File: src/rtl/imm_pkg.sv
// imm_pkg: immediate format codes and base opcodes shared by the immediate generator
package imm_pkg;
  localparam int IMM_TYPE_W = 3;
  typedef enum logic [IMM_TYPE_W-1:0] {
    IMM_NONE, IMM_I, IMM_S, IMM_B, IMM_U, IMM_J, IMM_Z, IMM_SH
  } imm_type_e;
  localparam logic [6:0] OPC_LUI      = 7'b0110111;
  localparam logic [6:0] OPC_AUIPC    = 7'b0010111;
  localparam logic [6:0] OPC_JAL      = 7'b1101111;
  localparam logic [6:0] OPC_JALR     = 7'b1100111;
  localparam logic [6:0] OPC_LOAD     = 7'b0000011;
  localparam logic [6:0] OPC_OP_IMM   = 7'b0010011;
  localparam logic [6:0] OPC_OP_IMM32 = 7'b0011011;
  localparam logic [6:0] OPC_STORE    = 7'b0100011;
  localparam logic [6:0] OPC_BRANCH   = 7'b1100011;
  localparam logic [6:0] OPC_SYSTEM   = 7'b1110011;
  localparam logic [6:0] OPC_OP       = 7'b0110011;
  localparam logic [6:0] OPC_OP32     = 7'b0111011;
  localparam logic [6:0] OPC_FENCE    = 7'b0001111;
endpackage

File: src/rtl/imm_decode_comb.sv
// imm_decode_comb: combinational format decode and immediate extraction for one instruction
module imm_decode_comb
  import imm_pkg::*;
#(
  parameter int XLEN = 32
) (
  input  logic [31:0]           instruction,
  output logic [XLEN-1:0]       imm,
  output logic [IMM_TYPE_W-1:0] imm_type,
  output logic                  illegal
);
  logic [6:0] opc;
  logic       rv64;
  logic       sh_f3;
  logic       narrow;
  imm_type_e  ty;
  assign opc    = instruction[6:0];
  assign rv64   = XLEN == 64;
  assign sh_f3  = instruction[13:12] == 2'b01;
  assign narrow = !rv64 || opc == OPC_OP_IMM32;
  // format select from opcode/funct3; RV64-only opcodes are illegal on a 32-bit datapath
  always_comb begin
    ty      = IMM_NONE;
    illegal = 1'b0;
    case (opc)
      OPC_LUI, OPC_AUIPC: ty = IMM_U;
      OPC_JAL:            ty = IMM_J;
      OPC_JALR, OPC_LOAD: ty = IMM_I;
      OPC_OP_IMM:         ty = sh_f3 ? IMM_SH : IMM_I;
      OPC_OP_IMM32: begin
        ty      = !rv64 ? IMM_NONE : sh_f3 ? IMM_SH : IMM_I;
        illegal = !rv64;
      end
      OPC_STORE:          ty = IMM_S;
      OPC_BRANCH:         ty = IMM_B;
      OPC_SYSTEM:         ty = instruction[14] ? IMM_Z : IMM_NONE;
      OPC_OP, OPC_FENCE:  ty = IMM_NONE;
      OPC_OP32:           illegal = !rv64;
      default:            illegal = 1'b1;
    endcase
  end
  assign imm_type = ty;
  assign imm =
    ty == IMM_I  ? XLEN'($signed(instruction[31:20])) :
    ty == IMM_S  ? XLEN'($signed({instruction[31:25], instruction[11:7]})) :
    ty == IMM_B  ? XLEN'($signed({instruction[31], instruction[7], instruction[30:25], instruction[11:8], 1'b0})) :
    ty == IMM_U  ? XLEN'($signed({instruction[31:12], 12'b0})) :
    ty == IMM_J  ? XLEN'($signed({instruction[31], instruction[19:12], instruction[20], instruction[30:21], 1'b0})) :
    ty == IMM_Z  ? XLEN'(instruction[19:15]) :
    ty == IMM_SH ? XLEN'({instruction[25] & !narrow, instruction[24:20]}) :
    '0;
endmodule

File: src/rtl/imm_gen_pipe.sv
// imm_gen_pipe: registered immediate generator with valid/ready handshake and a skid entry
module imm_gen_pipe
  import imm_pkg::*;
#(
  parameter int XLEN  = 32,
  parameter int TAG_W = 8
) (
  input  logic                  clk,
  input  logic                  reset_n,
  input  logic                  flush,
  input  logic                  in_valid,
  output logic                  in_ready,
  input  logic [31:0]           instruction,
  input  logic [TAG_W-1:0]      in_tag,
  output logic                  out_valid,
  input  logic                  out_ready,
  output logic [XLEN-1:0]       imm,
  output logic [IMM_TYPE_W-1:0] imm_type,
  output logic [TAG_W-1:0]      out_tag,
  output logic                  illegal_fmt
);
  localparam int W = XLEN + IMM_TYPE_W + TAG_W + 1;
  if (XLEN != 32 && XLEN != 64) begin : g_xlen_check
    $error("imm_gen_pipe: XLEN must be 32 or 64");
  end
  logic [XLEN-1:0]       d_imm;
  logic [IMM_TYPE_W-1:0] d_type;
  logic                  d_ill;
  logic [W-1:0]          d_word;
  logic [W-1:0]          main_word;
  logic [W-1:0]          sk_word;
  logic                  sk_valid;
  logic                  acc;
  logic                  drain;
  logic                  sk_nxt;
  imm_decode_comb #(.XLEN(XLEN)) u_dec (
    .instruction(instruction),
    .imm        (d_imm),
    .imm_type   (d_type),
    .illegal    (d_ill)
  );
  assign d_word = {d_imm, d_type, in_tag, d_ill};
  assign {imm, imm_type, out_tag, illegal_fmt} = main_word;
  assign acc    = in_valid && in_ready;
  assign drain  = !out_valid || out_ready;
  assign sk_nxt = !drain && (sk_valid || acc);
  // main output register: skid entry has priority over the input so order stays FIFO
  always_ff @(posedge clk) begin
    if (!reset_n) begin
      out_valid <= 1'b0;
      main_word <= '0;
    end else if (flush) begin
      out_valid <= 1'b0;
    end else if (drain) begin
      out_valid <= sk_valid || acc;
      main_word <= sk_valid ? sk_word : acc ? d_word : main_word;
    end
  end
  // skid entry catches a word accepted while main is stalled; in_ready is its registered inverse
  always_ff @(posedge clk) begin
    if (!reset_n) begin
      sk_valid <= 1'b0;
      in_ready <= 1'b0;
      sk_word  <= '0;
    end else begin
      sk_valid <= !flush && sk_nxt;
      in_ready <= flush || !sk_nxt;
      sk_word  <= (!drain && acc) ? d_word : sk_word;
    end
  end
endmodule
File: config.mk
export PLATFORM = sky130hd
export DESIGN_NAME = imm_gen_pipe
export DESIGN_NICKNAME = d
export VERILOG_FILES = /design/src/rtl/imm_pkg.sv /design/src/rtl/imm_decode_comb.sv /design/src/rtl/imm_gen_pipe.sv
export SDC_FILE = /design/constraint.sdc
export NUM_CORES = 1
export LEC_CHECK = 0
export ABC_AREA = 1
export CAP_MARGIN = 20
export CORE_MARGIN = 5
export CORE_UTILIZATION = 56
export DETAILED_ROUTE_END_ITERATION = 12
export GPL_TIMING_DRIVEN = 1
export PLACE_DENSITY_LB_ADDON = 0.25
export SKIP_CTS_REPAIR_TIMING = 1
export SLEW_MARGIN = 10
export SYNTH_ARGS = -nofsm -noshare
export SYNTH_HDL_FRONTEND = slang
export SYNTH_SLANG_ARGS = --single-unit
File: constraint.sdc
create_clock -name clk -period 3.9 [get_ports clk]
set_input_delay 0.585 -clock clk [delete_from_list [all_inputs] [get_ports clk]]
set_output_delay 0.585 -clock clk [all_outputs]
set_load 0.01 [all_outputs]
==> reports/summary.txt <==
run status -> finished, final reports clean
worst setup slack after placement -> 0.891 ns
GRT met3 Usage -> 0.0294
proportion of netlist area held by the largest area contributor -> 0.383
worst ir drop on vdd -> 0.244 mV
clock input transition at the sequential cells of the worst setup and hold paths -> 0.09 ns
detailed router's first-iteration violation count -> 282
sequential share of the synthesized area -> 0.383
total CTS buffers -> 9
Congestion Overflow GR -> 0
number of instances in the synthesized netlist -> 672
Yosys reg bits -> 91
slew at the pin with the worst max-slew slack -> 0.881 ns
Die H -> 102 um
via count -> 4642
placer congestion estimate -> 0.983
top flip-flop cell by instance count after synthesis -> sky130_fd_sc_hd__dfxtp_1
clock tree buffer depth -> 2
Detail Route Antenna Nets -> 0
leading post-synthesis cells by cell area -> sky130_fd_sc_hd__dfxtp_1, sky130_fd_sc_hd__nand2_1, sky130_fd_sc_hd__nor2_1
number of nets in the synthesized netlist -> 717
Slew Limit Headroom -> 0.412
setup repair after global routing missed its margin -> no
final setup violation count -> 0
clock insertion delay at the later pin of the skew report -> 0.36 ns
area added between synthesis and finish -> 23.8%
total wirelength of the detailed-routed design -> 12.1 mm
TritonCTS clock tree -> done
router iterations before antenna repair -> 6
Syn. warnings -> 0
Critical Path Source Type -> input port
pin count of the biggest net entering global routing -> 78
overall track demand over capacity in global routing -> 0.236
first-pass GRT wire length -> 20.0 mm
fillers -> 670
Nets -> 782
met1 routing resource usage after global routing -> 0.311
maximum net fanout on the critical path -> 42
area of the die -> 0.0104 mm2
DRC violations left -> 0
via count of the first global-routing pass -> 4274
area of the core -> 0.00826 mm2
clock tree skew after final layout -> 0.00615 ns
drt via density -> 5.48
starting density of the core -> 0.575
number of sinks driven by the clock tree -> 91
number of top-level pins -> 91
Max Slew Vio Count -> 0
leading cell types in the layout, fill and taps excluded -> sky130_fd_sc_hd__nand2_1, sky130_fd_sc_hd__nor2_1, sky130_fd_sc_hd__dfxtp_1
crit path kind -> in2reg
total power divided by cell area -> 316 mW/mm2
antenna violations before repair -> 0
Fmax -> 377 MHz
hold slack final -> 0.468 ns
root buffer cell -> sky130_fd_sc_hd__clkbuf_8
met2 routing resource usage after global routing -> 0.394
Crit path required time -> 4.16 ns
most common cell after layout, fill and taps aside -> sky130_fd_sc_hd__nand2_1
number of distinct library cells after synthesis -> 35
clock period minus final worst setup slack -> 2.65 ns
leakage power of the design -> 0.00276 uW
number of max-capacitance violations reported -> 0
routed wire length per instance -> 14.2 um
Post-synth ARST share -> 0
capturing element type of the critical path -> register
row count -> 33
proportion of layout cells with a drive suffix above 1 -> 0.133
number of enable flip-flop cells after synthesis -> 0
number of port buffers -> 90
Syn Area/Cell -> 7.07 um2
most area-hungry cell type in the Yosys netlist -> sky130_fd_sc_hd__dfxtp_1
hpwl dp -> 8.55 mm
fin area -> 0.00588 mm2
cell area after synthesis -> 0.00475 mm2
final worst-path cycle share -> 0.681
cell area reported after detailed placement -> 0.00566 mm2
setup tns final -> 0 ns
global routing's busiest layer -> met2
WP data arrival -> 2.92 ns
Hold Crit Class -> reg2reg
min setup slack post-route -> 1.25 ns
level count of the clock H-tree -> 3
Final Hold Violating Endpoints -> 0
antenna diode count -> 0
Chip Width -> 102 um
==> registers in the layout, summed over array words and instances, names as in the netlist <==
signal / count
in_ready: 1
main_word: 44
out_valid: 1
sk_valid: 1
sk_word: 44
==> final cells by class <==
cell class	count	area (um2)	area share
multi-input cells	476	2490	0.424
flip-flops and latches	91	1820	0.310
repair buffers	97	978	0.166
inverters	62	234	0.0398
well taps	105	131	0.0223
clock buffers	9	124	0.0211
clock inverters	7	100	0.0170
==> synth_stat cells (3+ instances only) <==
master / n
sky130_fd_sc_hd__a21oi_1: 51
sky130_fd_sc_hd__a21oi_2: 10
sky130_fd_sc_hd__a31oi_1: 9
sky130_fd_sc_hd__buf_2: 8
sky130_fd_sc_hd__buf_6: 4
sky130_fd_sc_hd__clkbuf_1: 28
sky130_fd_sc_hd__dfxtp_1: 91
sky130_fd_sc_hd__inv_1: 43
sky130_fd_sc_hd__inv_2: 17
sky130_fd_sc_hd__nand2_1: 127
sky130_fd_sc_hd__nand2_2: 7
sky130_fd_sc_hd__nand3_1: 51
sky130_fd_sc_hd__nand3_2: 24
sky130_fd_sc_hd__nand4_1: 14
sky130_fd_sc_hd__nor2_1: 103
sky130_fd_sc_hd__nor2_4: 5
sky130_fd_sc_hd__nor3b_2: 4
sky130_fd_sc_hd__o211ai_1: 26
sky130_fd_sc_hd__o21ai_0: 30
sky130_fd_sc_hd__o21ai_1: 3
==> final timing paths <==
kind | startpoint | end | slack [ns] | cells past startpoint
setup / recovery | instruction[4] | sk_word[41] | 1.25 | 11
setup reg to reg | sk_valid | main_word[8] | 1.72 | 6
hold reg to reg | main_word[21] | main_word[21] | 0.47 | 2
hold / removal | main_word[21] | main_word[21] | 0.47 | 2
==> report_power, final <==
part / total (uW) / switching, uW / internal, uW
sequential: 948 / 6.59 / 941
combinational: 187 / 103 / 83.5
clock: 726 / 359 / 367
==> metrics by stage <==
stage	util	total power, uW	cells
finish	0.712	1860	847
global route	0.712	1930	847
CTS	0.712	1870	847
detailed placement	0.685	1160	831
global placement	0.685	1150	831
floorplan	-	1060	672
==> critical path: stages <==
cell and delay (ns):
sky130_fd_sc_hd__clkdlybuf4s50_1 0.51, sky130_fd_sc_hd__inv_2 0.11, sky130_fd_sc_hd__nand2_2 0.09, sky130_fd_sc_hd__nor2_4 0.30
sky130_fd_sc_hd__nand2_4 0.12, sky130_fd_sc_hd__nand2_2 0.22, sky130_fd_sc_hd__clkinv_2 0.16, sky130_fd_sc_hd__nand4_4 0.48
sky130_fd_sc_hd__nand3_1 0.15, sky130_fd_sc_hd__o211ai_1 0.15, sky130_fd_sc_hd__inv_2 0.04
==> logic make-up after synthesis <==
group,after synthesis,share of synthesized area
DFF,91,0.383
AOI/OAI and AO/OA,133,0.166
buffers and inverters,105,0.0948
and+or+nand+nor,343,0.356
==> routing by layer <==
layer  wire length [um]  up-vias
met5                  0        -
met4                241        0
met1               5250     2123
li1                   -     2350
met3                666       21
met2               5900      148
(Power assumes the default switching activity.)
